--- src/rtl/not_gate_4bit.sv ---
// Bitwise inverter: combinational o = ~x, plus a registered copy and a
// one-cycle pulse flagging each change of the registered value.
module not_gate_4bit #(
  parameter int unsigned WIDTH = 4
) (
  input  logic             clk,
  input  logic             rst,
  input  logic [WIDTH-1:0] x,
  output logic [WIDTH-1:0] o,
  output logic [WIDTH-1:0] o_q,
  output logic             o_chg
);

  logic [WIDTH-1:0] inv_d, inv_q;
  logic             chg_d, chg_q;

  assign o = ~x;

  always_comb begin
    inv_d = ~x;
    chg_d = (inv_d != inv_q);
  end

  // Reset value is the inverse of a zero operand.
  always_ff @(posedge clk) begin
    if (rst) begin
      inv_q <= '1;
      chg_q <= 1'b0;
    end else begin
      inv_q <= inv_d;
      chg_q <= chg_d;
    end
  end

  assign o_q   = inv_q;
  assign o_chg = chg_q;

endmodule

--- config.mk ---
export PLATFORM = sky130hd
export DESIGN_NAME = not_gate_4bit
export DESIGN_NICKNAME = d
export VERILOG_FILES = /design/src/rtl/not_gate_4bit.sv
export SDC_FILE = /design/constraint.sdc
export NUM_CORES = 1
export LEC_CHECK = 0
export CAP_MARGIN = 20
export CORE_AREA = 8 8 45 47
export CTS_BUF_LIST = sky130_fd_sc_hd__clkbuf_16
export DETAILED_ROUTE_END_ITERATION = 10
export DIE_AREA = 0 0 53 55
export HOLD_SLACK_MARGIN = 0.05
export PLACE_DENSITY = 0.49
export SETUP_SLACK_MARGIN = 0.3
export SLEW_MARGIN = 0
export SYNTH_ARGS = -nofsm -noshare
export SYNTH_HDL_FRONTEND = slang
export SYNTH_SLANG_ARGS = --single-unit
--- constraint.sdc ---
create_clock -name clk -period 0.9 [get_ports clk]
set_input_delay 0.225 -clock clk [delete_from_list [all_inputs] [get_ports clk]]
set_output_delay 0.225 -clock clk [all_outputs]
set_load 0.005 [all_outputs]
==> results.cfg <==
[clocking]
post_cts_buffers = 0
clk_path_buf_depth = 2
clkLatencyLatePin_ns = 0.22
clk_pin_slew_worst_paths_ns = 0.03
cts_htree_levels = 1
clock-sinks = 5
cts-hold-fix-buffers = 0
cts_made_buffers = 3
clockRootBuffer = clkbuf_16
cts_tree = yes

[placement]
dp_cells = 56
place_worst_setup_slack_ns = -0.5255
gp_congestion = 0.7415
io_buffers = 14
detailed_place_hpwl_um = 477.3

[setup_path]
r2r_cells = 3
r2r-end = o_chg
critPathMaxFanout = 2
crit_required_ns = 0.67
path_cells = buf_6
worst-path-buf-inv = 1
critPathArrivalTime_ns = 0.65
worstSetupStartpointType = flop
crit_family = flip-flops
crit_path_end_kind = output port
reg2reg_from = o_q[2]
cp_slowest_stage_delay_ns = 0.32
crit_slowest_cell = dfxtp_2
reg2reg_slack_ns = 0.08
path_class = flop to output port

[sta]
report.final.hold_viol_count = 0
relSlewSlack_pct = 90.75
fin_crit_ns = 0.8739
max_freq_mhz = 1144
worst_clock_skew_ns = 0.0008947
min_period_over_period_pct = 97.09
rsz0062_at_grt = true
setup_viol = 0
worst_slack_ns = 0.02615
finalSetupTns_ns = 0
slew_viol_final = 0
worst_pin_slew_ns = 0.1369

[global_route]
grt_pass1_vias = 240
grt_remaining_overflow = 0
grt_pass1_wl_um = 903
grt_max_degree = 6
grt_usage_pct = 4.588
antenna_found_initial = 0

[cells_and_area]
finalNetCount = 51
utilization_pct = 37.88
diodes = 0
fin_cells = 60
drive_gt1_share_pct = 79.55
layout.cells.most_common = buf_6
final_cell_mix = buf_6, buf_4, dfxtp_2
area_delta_synth_final_pct = 181.2

[power]
ir_drop_v = 0.0005962
p_leak_nw = 0.2530
p_per_area_mw_per_mm2 = 2089

[min_path]
hold_end = o_chg
hp-class = primary input to flop
holdPathStages = 2
hold_start = rst

[route]
final_antenna_net_count = 0
drc = 0
met2_length_um = 280
drt_iter0_drc = 0
vias = 203
avgViaCountPerCell = 3.383
wirelength_um = 651
wl_per_cell_um = 10.85
met3_length_um = 106
dr.max_layer_used = met3
firstDrtPassIters = 1
wl_met1_um = 264

[yosys]
synth_top_area_cell = dfxtp_1
yosys_warnings = 0
netlist_instances = 18
synth_top_cell_area_share_pct = 53.69
syn_avg_cell_area_um2 = 10.36
yosysSeqAreaShare_pct = 53.69
synth.area.top_cells = dfxtp_1, xor2_1, inv_1
synth.distinct_cells = 6
ys_seq_elements = 5
syn-cell-area_um2 = 186.4
syn_nets = 24

[die]
rows = 14
die_w_um = 53
die-area_mm2 = 0.002915
start_util_pct = 13.47
core_mm2 = 0.001384
io_pins = 15
die_y_um = 55

[outcome]
status = finished clean

[flow_run]
cap_violations = 0
[routing by layer]
layer,GRT usage [%],vias up
met3,3.743,0
li1,-,103
met5,0,-
met2,7.422,15
met1,3.490,85
met4,3.879,0
[power breakdown]
group | switching, mW | internal, mW
registers | 0.00773 | 0.238
logic | 0.0476 | 0.0983
clock network | 0.130 | 0.574
total | 0.185 | 0.911
[metrics by stage]
| step | power, mW | hold WS [ns] | area, µm² |
|---|---|---|---|
| global route | 1.137 | 0.2435 | 524.3 |
| floorplan | 0.2739 | 0.2974 | 191.4 |
| detailed placement | 0.3775 | 0.6378 | 411.6 |
| global placement | 0.3770 | 0.6478 | 411.6 |
| finish | 1.095 | 0.2233 | 524.3 |
| CTS | 1.090 | 0.2678 | 483.0 |
[worst max path at each step]
| stage | end | depth (start not counted) | slack [ns] | startpoint |
|---|---|---|---|---|
| final | o_q[2] | 1 | 0.03 | o_q[2] |
| after global routing | o_q[2] | 1 | 0.005 | o_q[2] |
| after CTS | o_q[3] | 1 | 0.02 | o_q[3] |
| after detailed placement | o[3] | 3 | -0.53 | x[3] |
| after global placement | o[3] | 3 | -0.53 | x[3] |
| after floorplan | o_chg | 2 | 0.20 | o_q[3] |
[cell families (layout without fill, tap and decap cells)]
family	Yosys count	count (layout)	synth area share, %
and+or+nand+nor	4	4	14.76
xor gates and xnor gates	4	4	18.79
AOI/OAI and AO/OA	1	1	4.699
DFF	5	5	53.69
buffers and inverters	4	30	8.051
[timing repair]
| item | in CTS | in global routing |
|---|---|---|
| setup endpoints to repair | 14 | 12 |
| cloned | 0 | 0 |
| gates resized for setup | 67 | 10 |
| pin swaps | 2 | 3 |
| endpoints found under the hold margin | 0 | 0 |
[flip-flops by register name, summed over array words and instances (netlist names)]
register and flops:
o_q 4, o_chg 1
[cells in the mapped netlist]
cell type / n
nand2b_1: 2
inv_1: 4
xor2_1: 4
dfxtp_1: 5
or2b_1: 2
a41oi_1: 1
[layout make-up]
cell class,instances,area (µm²)
Sequential cell,5,105.1
Multi-Input combinational cell,9,86.33
Inverter,4,17.52
Clock inverter,1,3.754
Clock buffer,3,75.07
Timing Repair Buffer,22,216.5
Fill cell,141,859.6
Tap cell,16,20.02
Note: power is estimated with default switching activity, not from simulation.
